`config.mk`:
```
export PLATFORM = sky130hd
export DESIGN_NAME = vmx_result_collector
export DESIGN_NICKNAME = d
export VERILOG_FILES = /design/src/rtl/vmx_result_collector.sv
export SDC_FILE = /design/constraint.sdc
export NUM_CORES = 1
export LEC_CHECK = 0
export ABC_AREA = 1
export CAP_MARGIN = 20
export CORE_ASPECT_RATIO = 0.5
export CORE_UTILIZATION = 50
export DETAILED_ROUTE_END_ITERATION = 6
export PLACE_DENSITY_LB_ADDON = 0.08
export SYNTH_ARGS = -nofsm -noshare
export SYNTH_HDL_FRONTEND = slang
export SYNTH_SLANG_ARGS = --single-unit
```
`constraint.sdc`:
```
create_clock -name clk -period 2.65 [get_ports clk]
set_input_delay 0.53 -clock clk [delete_from_list [all_inputs] [get_ports clk]]
set_output_delay 0.53 -clock clk [all_outputs]
set_load 0.01 [all_outputs]
```
`src/rtl/vmx_result_collector.sv`:
```
// Collects row-staggered products from the vmx PE array into whole result vectors.
// Results are queued in a FIFO and sent out on a valid/ready stream, and issue credits are returned to the feeder.
module vmx_result_collector #(
    parameter int SIZE           = 4,
    parameter int PRODUCT_BITLEN = 32,
    parameter int BASE_LAT       = 4,
    parameter int ROW_SKEW       = 1,
    parameter int DEPTH          = 4
) (
    input  logic                             clk,
    input  logic                             rst_n,
    input  logic                             flush,
    input  logic                             issue_valid,
    output logic                             issue_ready,
    input  logic [SIZE*PRODUCT_BITLEN-1:0]   product,
    output logic                             out_valid,
    input  logic                             out_ready,
    output logic [SIZE*PRODUCT_BITLEN-1:0]   out_data,
    output logic [$clog2(DEPTH):0]           occupancy
);
    localparam int PTR_W = $clog2(DEPTH);
    localparam int CNT_W = PTR_W + 1;
    // Tap k of the token pipe is token_q[k-1]; tap 0 is the accepted issue itself.
    localparam int TOK_W = BASE_LAT + (SIZE - 1) * ROW_SKEW;

    logic [TOK_W-1:0]          token_q, token_d;
    logic [PTR_W-1:0]          row_wr_ptr_q [SIZE];
    logic [PTR_W-1:0]          row_wr_ptr_d [SIZE];
    logic [PTR_W-1:0]          rd_ptr_q, rd_ptr_d;
    logic [CNT_W-1:0]          reserved_q, reserved_d;
    logic [CNT_W-1:0]          occupancy_q, occupancy_d;
    logic [SIZE-1:0]           row_valid_q [DEPTH];
    logic [SIZE-1:0]           row_valid_d [DEPTH];
    logic [PRODUCT_BITLEN-1:0] mem [DEPTH][SIZE];
    logic [SIZE-1:0]           capture;
    logic                      issue_fire;
    logic                      pop;
    logic                      commit;

    assign issue_ready = (reserved_q < CNT_W'(DEPTH));
    assign out_valid   = (occupancy_q != '0);
    assign occupancy   = occupancy_q;
    assign issue_fire  = issue_valid & issue_ready & ~flush;
    assign pop         = out_valid & out_ready & ~flush;
    assign commit      = capture[SIZE-1];

    genvar gi;
    generate
        for (gi = 0; gi < SIZE; gi++) begin : g_row
            assign capture[gi] = token_q[BASE_LAT + gi*ROW_SKEW - 1] & ~flush;
            assign out_data[gi*PRODUCT_BITLEN +: PRODUCT_BITLEN] =
                out_valid ? mem[rd_ptr_q][gi] : '0;

            // Credits bound in-flight vectors to DEPTH, so a slot is always free when its row arrives.
            assert property (@(posedge clk) disable iff (!rst_n)
                capture[gi] |-> !row_valid_q[row_wr_ptr_q[gi]][gi]);
        end
    endgenerate

    always_comb begin
        token_d      = (token_q << 1) | TOK_W'(issue_fire);
        reserved_d   = reserved_q;
        occupancy_d  = occupancy_q;
        rd_ptr_d     = rd_ptr_q + PTR_W'(pop);
        row_wr_ptr_d = row_wr_ptr_q;
        row_valid_d  = row_valid_q;

        if (issue_fire && !pop)
            reserved_d = reserved_q + CNT_W'(1);
        else if (!issue_fire && pop)
            reserved_d = reserved_q - CNT_W'(1);

        if (commit && !pop)
            occupancy_d = occupancy_q + CNT_W'(1);
        else if (!commit && pop)
            occupancy_d = occupancy_q - CNT_W'(1);

        if (pop)
            row_valid_d[rd_ptr_q] = '0;

        for (int i = 0; i < SIZE; i++) begin
            if (capture[i]) begin
                row_valid_d[row_wr_ptr_q[i]][i] = 1'b1;
                row_wr_ptr_d[i] = row_wr_ptr_q[i] + PTR_W'(1);
            end
        end

        // Flush drops everything in flight and stored, overriding issue and pop.
        if (flush) begin
            token_d     = '0;
            reserved_d  = '0;
            occupancy_d = '0;
            rd_ptr_d    = '0;
            for (int i = 0; i < SIZE; i++)
                row_wr_ptr_d[i] = '0;
            for (int d = 0; d < DEPTH; d++)
                row_valid_d[d] = '0;
        end
    end

    always_ff @(posedge clk or negedge rst_n) begin
        if (!rst_n) begin
            token_q     <= '0;
            reserved_q  <= '0;
            occupancy_q <= '0;
            rd_ptr_q    <= '0;
            for (int i = 0; i < SIZE; i++)
                row_wr_ptr_q[i] <= '0;
            for (int d = 0; d < DEPTH; d++)
                row_valid_q[d] <= '0;
        end else begin
            token_q      <= token_d;
            reserved_q   <= reserved_d;
            occupancy_q  <= occupancy_d;
            rd_ptr_q     <= rd_ptr_d;
            row_wr_ptr_q <= row_wr_ptr_d;
            row_valid_q  <= row_valid_d;
        end
    end

    // Result storage has no reset; out_data is gated by out_valid instead.
    always_ff @(posedge clk) begin
        for (int i = 0; i < SIZE; i++) begin
            if (capture[i])
                mem[row_wr_ptr_q[i]][i] <= product[i*PRODUCT_BITLEN +: PRODUCT_BITLEN];
        end
    end

endmodule

```
## Word level (Yosys, flattened, before mapping)

Memory sizes are Yosys's and may differ from the RTL's.
Index checks and enable logic that the tools add are counted.

- Register bits after elaboration: 23
- Logic and storage cells: 68
- RAM bits: 512
- Output and inout port bits: 133
- Bits of input ports: 133
- Memories kept: 1

- Bitwise operators: 10
- Order comparisons: 1
- $add $sub $neg: 9
- Multiplexer cells: 25
- Reduce and logical (&&, ||, !) cells: 14

Memory list:

| memory | depth | width | read ports | clocked after Yosys merged registers in | write ports | line | RTL |
|---|---|---|---|---|---|---|---|
| mem | 4 | 128 | 1 | 0 | 4 | 34 | `logic [PRODUCT_BITLEN-1:0] mem [DEPTH][SIZE];` |

Operator list:

| kind | count |
|---|---|
| 32-bit 2-to-1 mux | 4 |
| 3-bit 2-to-1 mux | 6 |
| 2-bit 2-to-1 mux | 5 |
| 3-bit nonzero test | 3 |
| 2-bit by 1-bit adder with 2-bit output, second input constant | 4 |
| 1-bit bitwise AND | 8 |
| 1-bit 2-to-1 mux | 8 |
| 8-bit 2-to-1 mux | 1 |
| 2-bit nonzero test | 4 |
| 7-bit 2-to-1 mux | 1 |
| 7-bit by 1-bit OR with 7-bit output | 1 |
| 3-bit by 1-bit adder with 3-bit output, second input constant | 2 |
| 3-bit by 1-bit subtractor with 3-bit output, second input constant | 2 |
| 1-bit logical AND | 4 |
| 1-bit logical NOT | 3 |
| 3-bit < comparator, second input constant | 1 |
| 2-bit by 1-bit adder with 2-bit output | 1 |
| 1-bit inverter | 1 |

## Longest topological paths before layout

Gate-level depths: netlist of run 1.

- Word-level depth: 8
- Depth in mapped cells: 10
- Mapped depth without buffers: 10

## Least setup slack after synthesis of run 1

Ideal clock, no wire load.

- Path kind: input to register
- From: input flush
- To: memory mem[2][64] in the netlist's numbering, enable pin
- Setup time: 421 ps
- Path buffers: 2
- Stages on the path: 5
- Setup slack: -216 ps
- Arrival time: 2445 ps
- Path through: buf_2 > buf_2 > nor2_2 > inv_1 > nor2_1

RTL lines:

| item | line | RTL |
|---|---|---|
| start: declaration | 12 | `input logic flush,` |
| end: declaration | 34 |  |

## Worst setup path after layout of run 1

- From: register rd_ptr_q[0]
- To: output out_data[55]

- Word-level cells in the longest chain between the ends: 2

Ends and longest elaborated chain:

| item | line | RTL |
|---|---|---|
| start: declaration | 29 | `logic [PTR_W-1:0] rd_ptr_q, rd_ptr_d;` |
| start signal: assignment | 115 | `rd_ptr_q <= rd_ptr_d;` |
| memory 4 x 128 bit | n/a |  |
| 32-bit 2-to-1 mux | 52 | `out_valid ? mem[rd_ptr_q][gi] : '0;` |
| end: declaration | 18 | `output logic [SIZE*PRODUCT_BITLEN-1:0] out_data,` |

No other way between the ends.

==> flow_summary.toml, run 1 <==
[yosys]
synth_top_flop_cell = "edfxtp_1"
synth_cell_types = 21
ys_ff_latch = 535
synth-edff-count = 512
syn_inst = 1687
ys_warn_count = 0
syn_nets = 1839
avgSynthCellArea_um2 = 12.59
yosysTopAreaCell = "edfxtp_1"
synthTopCellsByArea = "edfxtp_1 72%, nor2_1 9.6%, o21ai_1 4.9%, a21oi_1 3.1%, dfrtp_1 2.7%"
async_flop_share_pct = 4.299
yosysMostFrequentCell = "nor2_1"
yosysTopAreaCellShare_pct = 72.37
yosysSeqAreaShare_pct = 75.08
synth_common_cells = "542 x nor2_1, 512 x edfxtp_1, 206 x o21ai_1, 130 x a21oi_1, 68 x buf_2"
syn-cell-area_um2 = 21240

[power_and_ir_drop]
pwr-share-comb_pct = 23.3
seqPwrFrac_pct = 43.6
intPower_uw = 15510
leakagePower_uw = 0.009842
ir_drop_v = 0.0005465
p_sw_uw = 5913
swShare_pct = 27.60
power.density_nw_per_um2 = 769.9
total_power_uw = 21420
power.share.clock_pct = 33.2

[worst_setup_path]
path_max_fanout = 6
cp_slowest_stage_delay_ns = 0.53
critPathCaptureType = "primary output"
crit_path_top_delay_cell = "dfrtp_4"
cp_top_family = "buffers and inverters"
crit_start = "rd_ptr_q[0]$_DFF_PN0_"
r2r_start = "occupancy[1]$_DFFE_PN0P_"
critical_path_class = "register to primary output"
setup.worst_path.start_class = "register"
cp_num_buf_inv = 5
worstPathArrival_ns = 2.17
cp.required_ns = 2.12
worstPathCellList = "buf_6 > buf_12 > buf_4 > buf_6 > nor2_1 > nor2_1 > o21ai_1 > a21oi_1 > buf_2"

[floorplan]
core_area_um2 = 41120
die_area_um2 = 43370
start_util_pct = 51.66
ios = 266
rows = 52
fp.dieH_um = 147.8
die_x_um = 293.5

[run_status]
outcome = "finished, violations left"
violations = "setup timing"

[timing]
finalClockSkew_ns = 0.02988
tns_ns = -0.1799
min_period_ns = 2.705
max_slew_margin_pct = 60.50
slew_violations = 0
fin_ws_ns = -0.05465
fmax_ghz = 0.3697
tightest_slew_ns = 0.5907
hold_viol = 0
fin_crit_sh_pct = 102.1
setup-violations-final = 7
rsz0062_at_grt = "yes"

[grt]
overflow = 0
grt_pass1_vias = 14119
grt_pass1_wl_um = 79670
grt_max_degree = 37
track_usage_pct = 24.23
antenna_found_initial = 4

[clock_tree]
cts_made_buffers = 47
cts_tree = "built"
cts_max_path_buffers = 3
clock_sinks = 535
root_buffer = "clkbuf_16"
h-tree-depth = 2
insertion_delay_ns = 0.57
clk_pin_slew_worst_paths_ns = 0.06

[cells_and_area]
drive_gt1_share_pct = 22.34
fin_util_pct = 67.67
area_growth_pct = 30.97
fin_cells = 2634
fin_nets = 2180

[worst_hold_path]
hold_path.class = "input pin to asynchronous set/reset pin"

[routing]
wire_per_inst_um = 20.97
routed_wl_um = 55220
ant_nets = 0
drt_first_iter_violations = 985
drc = 0
drt_pre_antenna_iters = 5
viasPerCell = 5.404
vias = 14233

[place]
place_ws_ns = 0.09806
port_buffers = 265
gp_congestion = 0.7696
dpl.hpwl_um = 29260
place.detailed.instances = 2489

[run]
drv_cap = 0
layer usage:
metal	vias up	GRT usage (%)	routed length, um
met4	0	6.771	1122
met5	-	0	0
met3	82	3.804	2852
met2	388	41.73	27540
li1	6624	-	-
met1	7139	32.20	23710
area by class of cell:
type | count | area [um2]
clock buffer | 54 | 1202
sequential | 535 | 15960
timing repair buffer | 390 | 4235
timing repair inverter | 4 | 47.55
antenna | 3 | 7.507
inverter | 53 | 240.2
clock inverter | 31 | 374.1
multi-input combinational | 997 | 5050
fill | 2975 | 13300
tap | 567 | 709.4
final timing paths:
kind | to | slack [ns] | cells past startpoint
max | out_data[55] | -0.05 | 9
min | row_wr_ptr_q[0]$_DFFE_PN0P_ | 0.34 | 1
max reg2reg | occupancy[2]$_DFFE_PN0P_ | 0.74 | 10
min reg2reg | token_q[1]$_DFF_PN0_ | 0.47 | 2
max in group asynchronous | token_q[5]$_DFF_PN0_ | 1.70 | 2
min in group clk | token_q[1]$_DFF_PN0_ | 0.47 | 2
repair_timing:
item / in CTS / in global routing
hold endpoints to repair: 0 / 0
hold buffers: 0 / 0
pin swaps: 27 / 80
endpoints found under the setup margin: 128 / 110
buffers inserted: 18 / 10
gates cloned: 13 / 19
resized for setup: 502 / 241
sequential cells by signal (all words and copies together), names as in the netlist:
| register | flops |
|---|---|
| mem | 512 |
| row_wr_ptr_q | 8 |
| token_q | 7 |
| occupancy | 3 |
| reserved_q | 3 |
| rd_ptr_q | 2 |
cell families (layout without fill, tap and decap cells):
| logic type | after synthesis | after routing | share of synthesized area, % |
|---|---|---|---|
| AO/OA/AOI/OAI | 400 | 400 | 9.423 |
| XOR/XNOR | 1 | 1 | 0.04123 |
| adder cells (fa/ha/maj) | 19 | 19 | 1.190 |
| buffers and inverters | 155 | 532 | 3.934 |
| flip-flops | 535 | 535 | 75.08 |
| other | 0 | 3 | 0 |
| AND/OR/NAND/NOR | 577 | 577 | 10.33 |
placed cells by master, fill, tap and decap left out, drive strengths merged:
cell             n
a21oi          130
buf            220
bufinv           8
clkbuf          77
clkdlybuf4s15    8
clkdlybuf4s50  137
clkinv          22
clkinvlp         2
dfrtp           23
diode            3
dlygate4sd2      2
edfxtp         512
fa               2
ha              17
inv             56
nand2           25
nand3            5
nand3b           2
nand4            1
nor2           544
o21ai          270
xnor2            1
power by group through the flow:
stage | Sequential [uW] | Clock, uW | Combinational [uW]
3_5_place_dp | 9520 | 0 | 4530
5_1_grt | 9330 | 7550 | 5290
3_3_place_gp | 9520 | 0 | 4470
6_report | 9340 | 7100 | 4980
4_1_cts | 9330 | 7200 | 4680
2_1_floorplan | 9510 | 0 | 2060
metrics by stage:
| stage | cell area (um2) | hold slack (ns) |
|---|---|---|
| final | 27820 | 0.3379 |
| after global routing | 27820 | 0.3700 |
| after CTS | 27180 | 0.3435 |
| after detailed placement | 25050 | 0.4529 |
| after global placement | 25050 | 0.4404 |
| after floorplan | 21270 | 0.2344 |
worst reg2reg max path, cell delays in order, from the launching register on:
cell and delay, ns:
dfrtp_1 0.42, nor2_2 0.08, nand2_4 0.16, nand2_2 0.13
nand2_1 0.11, inv_1 0.06, fa_1 0.38, xnor2_1 0.19
nand3b_1 0.14, nand2_1 0.06, o21ai_1 0.13
Note: power is estimated with default switching activity, not from simulation.
==> inputs of run 2 (changes only) <==
--- a/config.mk
+++ b/config.mk
@@ -8,7 +8,8 @@
 export ABC_AREA = 1
 export CAP_MARGIN = 20
 export CORE_ASPECT_RATIO = 0.5
-export CORE_UTILIZATION = 50
+export CORE_MARGIN = 1.5
+export CORE_UTILIZATION = 60
 export DETAILED_ROUTE_END_ITERATION = 6
 export PLACE_DENSITY_LB_ADDON = 0.08
 export SYNTH_ARGS = -nofsm -noshare
==> constraint.sdc (replaced) <==
create_clock -name clk -period 3.3 [get_ports clk]
set_input_delay 0.66 -clock clk [delete_from_list [all_inputs] [get_ports clk]]
set_output_delay 0.66 -clock clk [all_outputs]
set_load 0.01 [all_outputs]
==> run 2 against run 1 <==
- the run now ends clean
- sequential power down 20%
- routed wire length down 14%
- combinational power shrank 29%
- hold slack better by 0.0069 ns
- die area fell by 16%
- sequential share of layout area rose by 3.4 points
==> flow_summary.toml, run 2 (same netlist as run 1, synthesis figures left out) <==
[timing]
rsz0062_at_grt = "yes"
max_slew_margin_pct = 70.17
slew_violations = 0
fmax_ghz = 0.3103
tns_ns = 0
finalClockSkew_ns = 0.008419
fin_crit_sh_pct = 97.65
fin_ws_ns = 0.07770
tightest_slew_ns = 0.4474
hold_viol = 0
min_period_ns = 3.222
setup-violations-final = 0

[power_and_ir_drop]
leakagePower_uw = 0.009023
power.density_nw_per_um2 = 619.0
total_power_uw = 16260
ir_drop_v = 0.0005697

[floorplan]
fp.dieH_um = 136.1
die_area_um2 = 36610
rows = 48
core_area_um2 = 34650
start_util_pct = 61.30
die_x_um = 269.1
ios = 266

[routing]
viasPerCell = 5.640
wire_per_inst_um = 19.35
ant_nets = 0
drt_first_iter_violations = 1073
vias = 13874
drt_pre_antenna_iters = 5
drc = 0
routed_wl_um = 47610

[clock_tree]
h-tree-depth = 2
root_buffer = "clkbuf_16"
cts_made_buffers = 45
clock_sinks = 535
holdBufCountCts = 0
cts_max_path_buffers = 3
clk_pin_slew_worst_paths_ns = 0.07
insertion_delay_ns = 0.56
cts_tree = "built"

[worst_setup_path]
critical_path_class = "register to primary output"
cp.required_ns = 2.64
worstPathArrival_ns = 2.56
crit_path_top_delay_cell = "clkdlybuf4s50_1"
crit_start = "rd_ptr_q[0]$_DFF_PN0_"
crit_cells = 7
rr_endpoint = "occupancy[2]$_DFFE_PN0P_"
cp_num_buf_inv = 3
r2r_start = "occupancy[0]$_DFFE_PN0P_"
critPathCaptureType = "primary output"
setup.worst_path.start_class = "register"
reg2reg_depth = 10
reg2reg_setup_slack_ns = 1.44
cp_slowest_stage_delay_ns = 0.58
worstPathCellList = "buf_12 > buf_12 > nor2_1 > nor2_1 > o21ai_1 > a21oi_1 > clkdlybuf4s50_1"
path_max_fanout = 40
endpoint = "out_data[86]"
cp_top_family = "buffers and inverters"

[cells_and_area]
fin_nets = 2097
mostFrequentLayoutCell = "nor2_1"
area_growth_pct = 23.68
final_cell_mix = "526 x nor2_1, 512 x edfxtp_1, 257 x clkdlybuf4s50_1, 206 x o21ai_1, 129 x a21oi_1"
drive_gt1_share_pct = 6.862
largest_register_ffs = 512
fin_area_um2 = 26280

[grt]
antenna_found_initial = 1
grt_max_degree = 78
grt_pass1_vias = 13967
grt_pass1_wl_um = 73420
track_usage_pct = 25.81
overflow = 0

[place]
place_ws_ns = 0.5172
placedInstanceArea_um2 = 24740
gp_congestion = 0.7816
dpl.hpwl_um = 27350
port_buffers = 265

[worst_hold_path]
hold_path.class = "input pin to asynchronous set/reset pin"

[run_status]
outcome = "finished clean"

[run]
drv_cap = 0
-- run 2: power breakdown --
group,leakage [uW],switching (uW),total [uW],internal (uW)
Sequential,0.00491,31.4,7500,7460
Clock,0.000700,2330,5240,2910
Combinational,0.00341,1890,3530,1640
-- run 2: timing repair --
item	CTS	global route
resized for setup	0	13
setup endpoints to repair	47	65
cloned	0	0
pin swaps	0	0
setup buffers	1	1
-- run 2: final cells by class --
cell class,count,area (um2)
fill,2086,8378
timing repair buffer,313,3485
tap,475,594.3
antenna,3,7.507
clock buffer,60,1256
clock inverter,24,183.9
multi-input combinational,997,4582
sequential,535,15960
inverter,53,209.0
-- run 2: metal layers --
metal  track usage (%)  part of all wire [%]  vias to the layer above
met5                 0                     0                        -
met4             7.564                   2.5                        0
met3             4.115                   5.5                       86
met2             46.33                    52                      449
met1             32.88                    40                     6905
li1                  -                     -                     6434
-- run 2: how the worst min path moves through the flow --
stage / start / endpoint / slack, ns / cells after the start
floorplan: rst_n / occupancy[0]$_DFFE_PN0P_ / 0.36 / 0
global placement: token_q[1]$_DFF_PN0_ / token_q[2]$_DFF_PN0_ / 0.44 / 2
detailed placement: token_q[2]$_DFF_PN0_ / token_q[3]$_DFF_PN0_ / 0.45 / 2
CTS: token_q[2]$_DFF_PN0_ / token_q[3]$_DFF_PN0_ / 0.47 / 2
global route: rst_n / occupancy[0]$_DFFE_PN0P_ / 0.33 / 1
finish: rst_n / occupancy[0]$_DFFE_PN0P_ / 0.34 / 1
-- run 2: per-stage QoR --
stage / instances / util (%) / hold slack, ns
3_3_place_gp: 2370 / 71.40 / 0.4400
5_1_grt: 2458 / 75.81 / 0.3339
6_report: 2460 / 75.82 / 0.3448
4_1_cts: 2455 / 75.58 / 0.4668
2_1_floorplan: 1687 / - / 0.3644
3_5_place_dp: 2370 / 71.40 / 0.4531
